<file path="config.mk">
export PLATFORM = sky130hd
export DESIGN_NAME = pump_ctrl_robust
export DESIGN_NICKNAME = d
export VERILOG_FILES = /design/src/rtl/pump_ctrl_robust.sv
export SDC_FILE = /design/constraint.sdc
export NUM_CORES = 1
export LEC_CHECK = 0
export CORE_UTILIZATION = 62
export DETAILED_ROUTE_END_ITERATION = 8
export GPL_TIMING_DRIVEN = 0
export PLACE_DENSITY_LB_ADDON = 0.12
export SETUP_SLACK_MARGIN = 0.02
export SLEW_MARGIN = 10
export SYNTH_ARGS = -nofsm -noshare
export SYNTH_HDL_FRONTEND = slang
export SYNTH_SLANG_ARGS = --single-unit
</file>
<file path="constraint.sdc">
create_clock -name clk -period 2.62 [get_ports clk]
set_input_delay 0.262 -clock clk [delete_from_list [all_inputs] [get_ports clk]]
set_output_delay 0.262 -clock clk [all_outputs]
set_load 0.05 [all_outputs]
</file>
<file path="src/rtl/pump_ctrl_robust.sv">
//==============================================================================
// Module      : pump_ctrl_robust (with helper pump_ctrl_debounce)
// Description : Two-tank transfer-pump controller. Synchronises and debounces
//               the raw level sensors and auto-enable switch, checks level
//               plausibility, and runs an IDLE/PUMPING/FAULT state machine
//               driving the pump, inlet solenoid and status LEDs. Faults latch
//               until rst_n is asserted.
//               Optional macro PUMP_SIM_FAST_DEBOUNCE_EN switches the debounce
//               time base from milliseconds to microseconds for simulation.
// Revision    : 1.0 - initial release
//==============================================================================
`default_nettype none

// Per-channel input conditioning: 2-FF synchroniser, stability debouncer and
// step-size plausibility check on every debounced update.
module pump_ctrl_debounce #(
  parameter int W         = 3,
  parameter int DB_CYCLES = 2,
  parameter int MAX_STEP  = 1
) (
  input  logic         clk,
  input  logic         rst_n,
  input  logic [W-1:0] raw,
  output logic [W-1:0] db,
  output logic         step_err
);

  localparam int            CW     = $clog2(DB_CYCLES + 1);
  localparam logic [CW-1:0] C_LAST = CW'(DB_CYCLES - 1);
  localparam logic [7:0]    C_MAX  = 8'(MAX_STEP);

  logic [W-1:0]  r_sync1;
  logic [W-1:0]  r_sync2;
  logic [W-1:0]  r_db;
  logic [CW-1:0] r_cnt;
  logic          r_armed;
  logic          r_step_err;

  logic          w_upd;
  logic [7:0]    w_new;
  logic [7:0]    w_old;
  logic [7:0]    w_diff;

  // The synchronised value has held DB_CYCLES clocks and differs from the
  // debounced copy: it is accepted on this edge.
  assign w_upd  = (r_sync2 != r_db) && (r_cnt == C_LAST);
  assign w_new  = 8'(r_sync2);
  assign w_old  = 8'(r_db);
  assign w_diff = (w_new >= w_old) ? (w_new - w_old) : (w_old - w_new);

  // Two-stage synchroniser for the asynchronous board input.
  always_ff @(posedge clk or negedge rst_n) begin
    if (!rst_n) begin
      r_sync1 <= '0;
      r_sync2 <= '0;
    end else begin
      r_sync1 <= raw;
      r_sync2 <= r_sync1;
    end
  end

  // Stability counter: restarts whenever the synchronised value is about to
  // change or already matches the debounced value.
  always_ff @(posedge clk or negedge rst_n) begin
    if (!rst_n) begin
      r_cnt <= '0;
    end else if ((r_sync1 != r_sync2) || (r_sync2 == r_db)) begin
      r_cnt <= '0;
    end else if (r_cnt != C_LAST) begin
      r_cnt <= r_cnt + 1'b1;
    end
  end

  // Debounced value, plus a one-clock step error that is only armed once the
  // channel has seen its first accepted value since reset.
  always_ff @(posedge clk or negedge rst_n) begin
    if (!rst_n) begin
      r_db       <= '0;
      r_armed    <= 1'b0;
      r_step_err <= 1'b0;
    end else begin
      r_step_err <= w_upd && r_armed && (w_diff > C_MAX);
      if (w_upd) begin
        r_db    <= r_sync2;
        r_armed <= 1'b1;
      end
    end
  end

  assign db       = r_db;
  assign step_err = r_step_err;

endmodule

module pump_ctrl_robust #(
  parameter int CLK_HZ      = 100_000_000,
  parameter int DEBOUNCE_MS = 10,
  parameter int MAX_STEP    = 1
) (
  input  logic       clk,
  input  logic       rst_n,
  input  logic [2:0] lvl_inf_raw,
  input  logic [2:0] lvl_sup_raw,
  input  logic       en_auto_raw,
  output logic       pump_on,
  output logic       solenoid_open,
  output logic       led_green,
  output logic       led_red,
  output logic       fault_latched
);

`ifdef PUMP_SIM_FAST_DEBOUNCE_EN
  // Microsecond time base, never shorter than two clocks.
  localparam int C_DB_RAW  = DEBOUNCE_MS * (CLK_HZ / 1_000_000);
  localparam int DB_CYCLES = (C_DB_RAW < 2) ? 2 : C_DB_RAW;
`else
  // Millisecond time base; clamped to one clock for very slow clocks.
  localparam int C_DB_RAW  = DEBOUNCE_MS * (CLK_HZ / 1000);
  localparam int DB_CYCLES = (C_DB_RAW < 1) ? 1 : C_DB_RAW;
`endif

  typedef enum logic [1:0] {
    S_IDLE    = 2'd0,
    S_PUMPING = 2'd1,
    S_FAULT   = 2'd2
  } state_t;

  state_t     r_state;
  state_t     w_state_nxt;

  logic [2:0] w_inf;
  logic [2:0] w_sup;
  logic       w_en;
  logic       w_err_inf;
  logic       w_err_sup;
  logic       w_err_en;
  logic       w_invalid;
  logic       w_fault_any;

  logic       r_run;
  logic       r_fault;

  pump_ctrl_debounce #(.W(3), .DB_CYCLES(DB_CYCLES), .MAX_STEP(MAX_STEP)) u_db_inf (
    .clk      (clk),
    .rst_n    (rst_n),
    .raw      (lvl_inf_raw),
    .db       (w_inf),
    .step_err (w_err_inf)
  );

  pump_ctrl_debounce #(.W(3), .DB_CYCLES(DB_CYCLES), .MAX_STEP(MAX_STEP)) u_db_sup (
    .clk      (clk),
    .rst_n    (rst_n),
    .raw      (lvl_sup_raw),
    .db       (w_sup),
    .step_err (w_err_sup)
  );

  // A 1-bit switch can never step by more than one, so its step error stays
  // low; it is folded in only so the channel logic is uniform.
  pump_ctrl_debounce #(.W(1), .DB_CYCLES(DB_CYCLES), .MAX_STEP(MAX_STEP)) u_db_en (
    .clk      (clk),
    .rst_n    (rst_n),
    .raw      (en_auto_raw),
    .db       (w_en),
    .step_err (w_err_en)
  );

  assign w_invalid   = (w_inf > 3'd4) || (w_sup > 3'd4);
  assign w_fault_any = w_invalid || w_err_inf || w_err_sup || w_err_en;

  // State register.
  always_ff @(posedge clk or negedge rst_n) begin
    if (!rst_n) begin
      r_state <= S_IDLE;
    end else begin
      r_state <= w_state_nxt;
    end
  end

  // Next-state logic, priority fault > stop > start.
  always_comb begin
    w_state_nxt = r_state;
    case (r_state)
      S_IDLE: begin
        if (w_fault_any) begin
          w_state_nxt = S_FAULT;
        end else if (w_en && (w_inf >= 3'd3) && (w_sup <= 3'd1)) begin
          w_state_nxt = S_PUMPING;
        end
      end
      S_PUMPING: begin
        if (w_fault_any || (w_inf == 3'd0) || (w_sup == 3'd4)) begin
          w_state_nxt = S_FAULT;
        end else if ((w_sup >= 3'd3) || !w_en) begin
          w_state_nxt = S_IDLE;
        end
      end
      S_FAULT: begin
        w_state_nxt = S_FAULT;
      end
      default: begin
        w_state_nxt = S_FAULT;
      end
    endcase
  end

  // Registered output decode; async reset drops the drives immediately.
  always_ff @(posedge clk or negedge rst_n) begin
    if (!rst_n) begin
      r_run   <= 1'b0;
      r_fault <= 1'b0;
    end else begin
      r_run   <= (r_state == S_PUMPING);
      r_fault <= (r_state == S_FAULT);
    end
  end

  assign pump_on       = r_run;
  assign solenoid_open = r_run;
  assign led_green     = r_run;
  assign led_red       = r_fault;
  assign fault_latched = r_fault;

endmodule

`default_nettype wire

</file>
==> After elaboration in Yosys (flattened, before gate mapping) <==
Index checks and enable logic that the tools add are counted.
{ "totals": {"word_cells": 103, "mem_bits_rw": 0, "romBits": 0, "in_bits": 9, "reg_bits": 91, "latchBits": 0, "mem_count": 0} }
{ "classes": {"n_div": 0, "n_shift": 0, "magnitude_cmp": 11, "bitwise_logic": 0, "muxes": 14, "reduce_logical": 28, "multipliers": 0, "n_addsub": 9, "eq_ne": 20} }
{ "ops": {"columns": ["operator", "n"], "rows": [
  ["20-bit 2-to-1 mux", 6],
  ["20-bit by 1-bit adder with 20-bit output, second input constant", 3],
  ["20-bit == test, second input constant", 3],
  ["20-bit != test, second input constant", 3],
  ["8-bit by 1-bit greater-than comparator with 1-bit output, second input constant", 3],
  ["8-bit 2-to-1 mux", 3],
  ["3-bit by 3-bit subtractor with 4-bit output", 4],
  ["3-bit != test", 4],
  ["1-bit logical AND", 11],
  ["1-bit logical OR", 10],
  ["2-bit 2-to-1 mux", 4],
  ["3-bit == test", 2],
  ["3-bit by 2-bit greater-or-equal comparator with 1-bit output, second input constant", 2],
  ["3-bit greater-or-equal comparator", 2],
  ["3-bit greater-than comparator, second input constant", 2],
  ["3-bit != test, second input constant", 2],
  ["2-bit nonzero test", 3],
  ["2-bit case mux with 2 select lines", 1],
  ["1-bit by 1-bit subtractor with 2-bit output", 2],
  ["3-bit == test, second input constant", 1],
  ["3-bit by 1-bit <= comparator with 1-bit output, second input constant", 1],
  ["3-bit zero test", 1],
  ["2-bit by 1-bit == test with 1-bit output, second input constant", 1],
  ["2-bit == test, second input constant", 1],
  ["6 further kinds", 7]
]} }

==> Logic depth before layout (Yosys ltp) <==
{ "logic_depth": {"ltp_word": 9, "ltp_mapped": 8, "mapped_depth_nobuf": 8} }

==> Modules after synthesis <==
Synthesis repeated with hierarchy kept, for this count alone.
{ "unflattened": {"cells_unflattened": 499, "hier_area_um2": 5086.1} }
{ "modules_own_cells": {"columns": ["mod", "area_per_inst_um2", "cells_per_inst", "seq_area_each_um2", "n_inst"], "rows": [
  ["pump_ctrl_debounce (u_db_inf)", 1789.2, 175, 775.7, 1],
  ["pump_ctrl_debounce (u_db_sup)", 1775.5, 174, 775.7, 1],
  ["pump_ctrl_debounce (u_db_en)", 1293.7, 127, 625.6, 1],
  ["pump_ctrl_robust", 227.7, 23, 100.1, 1]
]} }

==> Worst setup path before layout <==
OpenSTA, ideal clock, no wires.
{ "synth_path": {"path_type": "flip-flop to flip-flop", "startpoint": "register u_db_inf.r_sync2[0]", "endpoint": "register u_db_inf.r_step_err, in the netlist u_db_inf.step_err", "stages_incl_launch_ff": 8, "path_buffers": 0, "slack_ps": 393, "arrival_time_ps": 2105, "required_ps": 2498, "setup_time_ps": 122, "cell_sequence": "dfrtp_1 > inv_1 > ha_1 > fa_1 > inv_1 > fa_1 > or3b_2 > o2111a_1"} }
{ "synth_between": {"elab_chain_cells": 4, "elab_cells_between_ends": 9, "cone_classes": "2 x add/sub; 2 x order compare; 1 x eq/ne; 1 x mux; 3 x reduce/logical"} }
{ "synth_rtl": {"columns": ["item", "line", "rtl"], "rows": [
  ["start: declaration", "33", "logic [W-1:0] r_sync2;"],
  ["start signal: assignment", "58", "r_sync2 <= r_sync1;"],
  ["3-bit by 3-bit subtractor with 4-bit output (tied with other cells)", "49", "assign w_diff = (w_new >= w_old) ? (w_new - w_old) : (w_old - w_new);"],
  ["8-bit 2-to-1 mux or 1-bit logical AND (tied branches)", "49, 46", null],
  ["8-bit by 1-bit greater-than comparator with 1-bit output or 1-bit logical AND (tied branches)", "82", "r_step_err <= w_upd && r_armed && (w_diff > C_MAX);"],
  ["1-bit logical AND *", "82", null],
  ["end signal: assignment", "82", null],
  ["end: declaration", "37", "logic r_step_err;"]
]} }
Every way passes the cells marked *; elsewhere a longest branch is shown, timed or not.
A chain may end at the register's enable or synchronous reset.

==> Worst setup path in the final report <==
{ "layout_path": {"startpoint": "register u_db_inf.r_sync2[2]", "endpoint": "register u_db_inf.r_cnt[16]"} }
{ "layout_between": {"elab_chain_cells": 3, "elab_cells_between_ends": 5, "cone_classes": "2 x eq/ne; 1 x mux; 2 x reduce/logical"} }
{ "layout_rtl": {"columns": ["item", "line", "rtl"], "rows": [
  ["3-bit != test or 3-bit == test (tied branches)", "67", "end else if ((r_sync1 != r_sync2) || (r_sync2 == r_db)) begin"],
  ["1-bit logical OR *", "67", null],
  ["20-bit 2-to-1 mux or 2-bit nonzero test (tied branches)", null, null],
  ["end signal: assignment", "70", "r_cnt <= r_cnt + 1'b1;"],
  ["end: declaration", "35", "logic [CW-1:0] r_cnt;"]
]} }
Marked as above.

==> impl_metrics.json <==
{
  "dp_cells": 581,
  "hold_class": "input pin to flop",
  "fin_util_pct": 72.0,
  "power_mw": 2.64,
  "min_period_ps": 2390,
  "tightestPinTransition_ps": 787,
  "synth_seq_cells": 91,
  "slew_violations": 0,
  "tritoncts": "built",
  "cts_max_path_buffers": 2,
  "slew_headroom_pct": 47.1,
  "drtAntennaViolNets": 0,
  "layout_commonest_cell": "dfrtp_1",
  "rsz0062_at_grt": "false",
  "finalHoldViolCount": 0,
  "syn2layout_area_growth_pct": 11.2,
  "crit_fanout": 10,
  "via_per_inst": 6.02,
  "crit_type": "flop to flop",
  "synth_top_area_share_pct": 48.0,
  "status": "complete, no violations",
  "nFillCells": 541,
  "grt_pass1_wl_um": 15400,
  "ios": 14,
  "first_pass_iters": 4,
  "synth_top_area_cell": "dfrtp_1",
  "nets": 527,
  "syn_inst": 468,
  "worstPathCellList": "inv_1 > ha_1 > and3_1 > or4_1 > clkbuf_1 > clkbuf_1 > a21oi_1",
  "instances_no_fill": 598,
  "drc": 0,
  "die_x_um": 89.5,
  "async_reset_ff_share_pct": 100,
  "cts.root.buffer_cell": "clkbuf_8",
  "placedInstanceArea_um2": 5030,
  "critPathArrivalTime_ps": 2680,
  "design_area_um2": 5280,
  "startpoint_type": "flop",
  "max_cap_violations": 0,
  "max_freq_mhz": 419,
  "finalClockSkew_ps": 9.42,
  "syn_area_um2": 4750,
  "drt_iter0_markers": 152,
  "cellPowerDensity_nw_per_um2": 500,
  "endpoint_kind": "flop",
  "cp_common_cell": "clkbuf_1",
  "setup_viol": 0,
  "drt_wl_total_um": 8970,
  "antenna_cells": 0,
  "synth_edf_count": 0,
  "vias": 3600,
  "ys_seq_area_share_pct": 48.0,
  "drive_above_1_share_pct": 7.01,
  "clk_pin_slew_ps": 90,
  "grt_pass1_vias": 3434,
  "holdWs_ps": 329,
  "antenna_found_initial": 0,
  "yosysUniqueCellTypes": 46,
  "grt_overflow": 0,
  "irDropWorstVdd_uv": 340,
  "fin_crit_sh_pct": 91.2,
  "ys.warnings.count": 0,
  "cts_made_buffers": 9,
  "die_h_um": 89.5,
  "std_cell_rows": 31,
  "die-area_um2": 8010,
  "holdPathStages": 1,
  "core_area_um2": 7330,
  "insertion_delay_ps": 360,
  "numPortBuffers": 13,
  "grt_use_total_pct": 25.3,
  "start_util_pct": 64.8,
  "slowest_delay_ps": 520,
  "crit_required_ps": 2910,
  "hpwl_um": 6170,
  "crit_slowest_cell": "or4_1",
  "h-tree-depth": 3,
  "rrSetupSlack_ps": 230,
  "reg2reg_depth": 7,
  "cts.sinks": 91,
  "wire_per_inst_um": 15.0,
  "layout_common_cells": "dfrtp_1 (91), a21oi_1 (32), o21ai_0 (31)",
  "synth.area.top_cells": "dfrtp_1 (48%), ha_1 (4.7%), xor2_1 (3.5%), a21oi_1 (3.4%), o21ai_0 (3.3%)",
  "grt_max_degree": 66,
  "p_leak_nw": 2.15,
  "synth_top_flop_cell": "dfrtp_1",
  "gp_congestion": 0.818,
  "syn-num-nets": 501,
  "syn_area_per_cell_um2": 10.1
}
==> layer usage <==
metal | GRT usage, % | share of wire, % | vias to the layer above
met1 | 32.6 | 48 | 1765
li1 | - | - | 1771
met5 | 0 | 0 | -
met3 | 5.63 | 2.6 | 9
met2 | 43.0 | 49 | 55
met4 | 7.22 | 1.0 | 0
==> sequential cells by signal, indices dropped and copies added (netlist names), 2 cells and up <==
name and flops:
u_db_sup.r_cnt 20, u_db_inf.r_sync1 3, u_db_sup.r_sync2 3, u_db_en.r_cnt 20, u_db_sup.r_sync1 3, u_db_inf.r_sync2 3, u_db_inf.r_cnt 20, r_state 2
u_db_inf.db 3, u_db_sup.db 3
==> cells by family after synthesis <==
kind of cell / synth area share, %
and+or+nand+nor: 22.3
AOI/OAI and AO/OA: 12.5
DFF: 48.0
buffers and inverters: 3.66
xor gates and xnor gates: 4.43
adders and majority gates: 7.27
muxes: 1.90
==> cell usage after synthesis (all sizes together) (15+ instances only) <==
master,instances
nand2,22
o21ai,31
dfrtp,91
nand4,18
ha,18
nand3,20
xor2,19
inv,24
nor2,20
or3,15
a21oi,32
and3,18
==> path summary, 6_finish.rpt <==
check,start,end
max,u_db_inf.r_sync2[2]$_DFF_PN0_,u_db_inf.r_cnt[16]$_DFFE_PN0P_
min,lvl_inf_raw[1],u_db_inf.r_sync1[1]$_DFF_PN0_
max reg2reg,u_db_inf.r_sync2[2]$_DFF_PN0_,u_db_inf.r_cnt[16]$_DFFE_PN0P_
min reg2reg,u_db_inf.r_sync1[1]$_DFF_PN0_,u_db_inf.r_sync2[1]$_DFF_PN0_
max in group asynchronous,rst_n,u_db_en.r_cnt[12]$_DFFE_PN0P_
min in group asynchronous,rst_n,led_green$_DFF_PN0_
==> where the power goes <==
| part | total [mW] | leakage (nW) | internal [mW] | switching [mW] |
|---|---|---|---|---|
| registers | 1.44 | 1.24 | 1.42 | 0.0174 |
| logic | 0.127 | 0.804 | 0.0481 | 0.0789 |
| clock network | 1.08 | 0.112 | 0.592 | 0.484 |
==> critical path, delay by kind of cell, from the launching register on <==
kind,cells,cell delay (ps)
flops,1,450
compound gates,1,190
fa+ha+maj,1,360
buf+inv,3,570
simple gates,2,750
==> layout make-up <==
class	count	area (um^2)	share of cell area (%)
plain buffers	17	83.8	1.59
clock buffers	11	151	2.87
clock inverters	5	83.8	1.59
inverters	24	90.1	1.71
multi-input cells	336	2300	43.6
flip-flops and latches	91	2280	43.1
well taps	99	124	2.35
repair buffers	15	165	3.13
==> stage by stage <==
stage,worst slack [ps],TNS (ps)
CTS,223,0
global placement,-1990,-180340
detailed placement,8.08,0
global route,69.3,0
floorplan,393,0
finish,231,0
==> timing repair <==
| action | CTS | global route |
|---|---|---|
| setup buffers | 0 | 0 |
| gates resized for setup | 1 | 0 |
| hold buffers | 1 | 0 |
| hold endpoints to repair | 26 | 0 |
| endpoints found under the setup margin | 3 | 0 |
No activity file was read; power rests on OpenSTA's default activity.
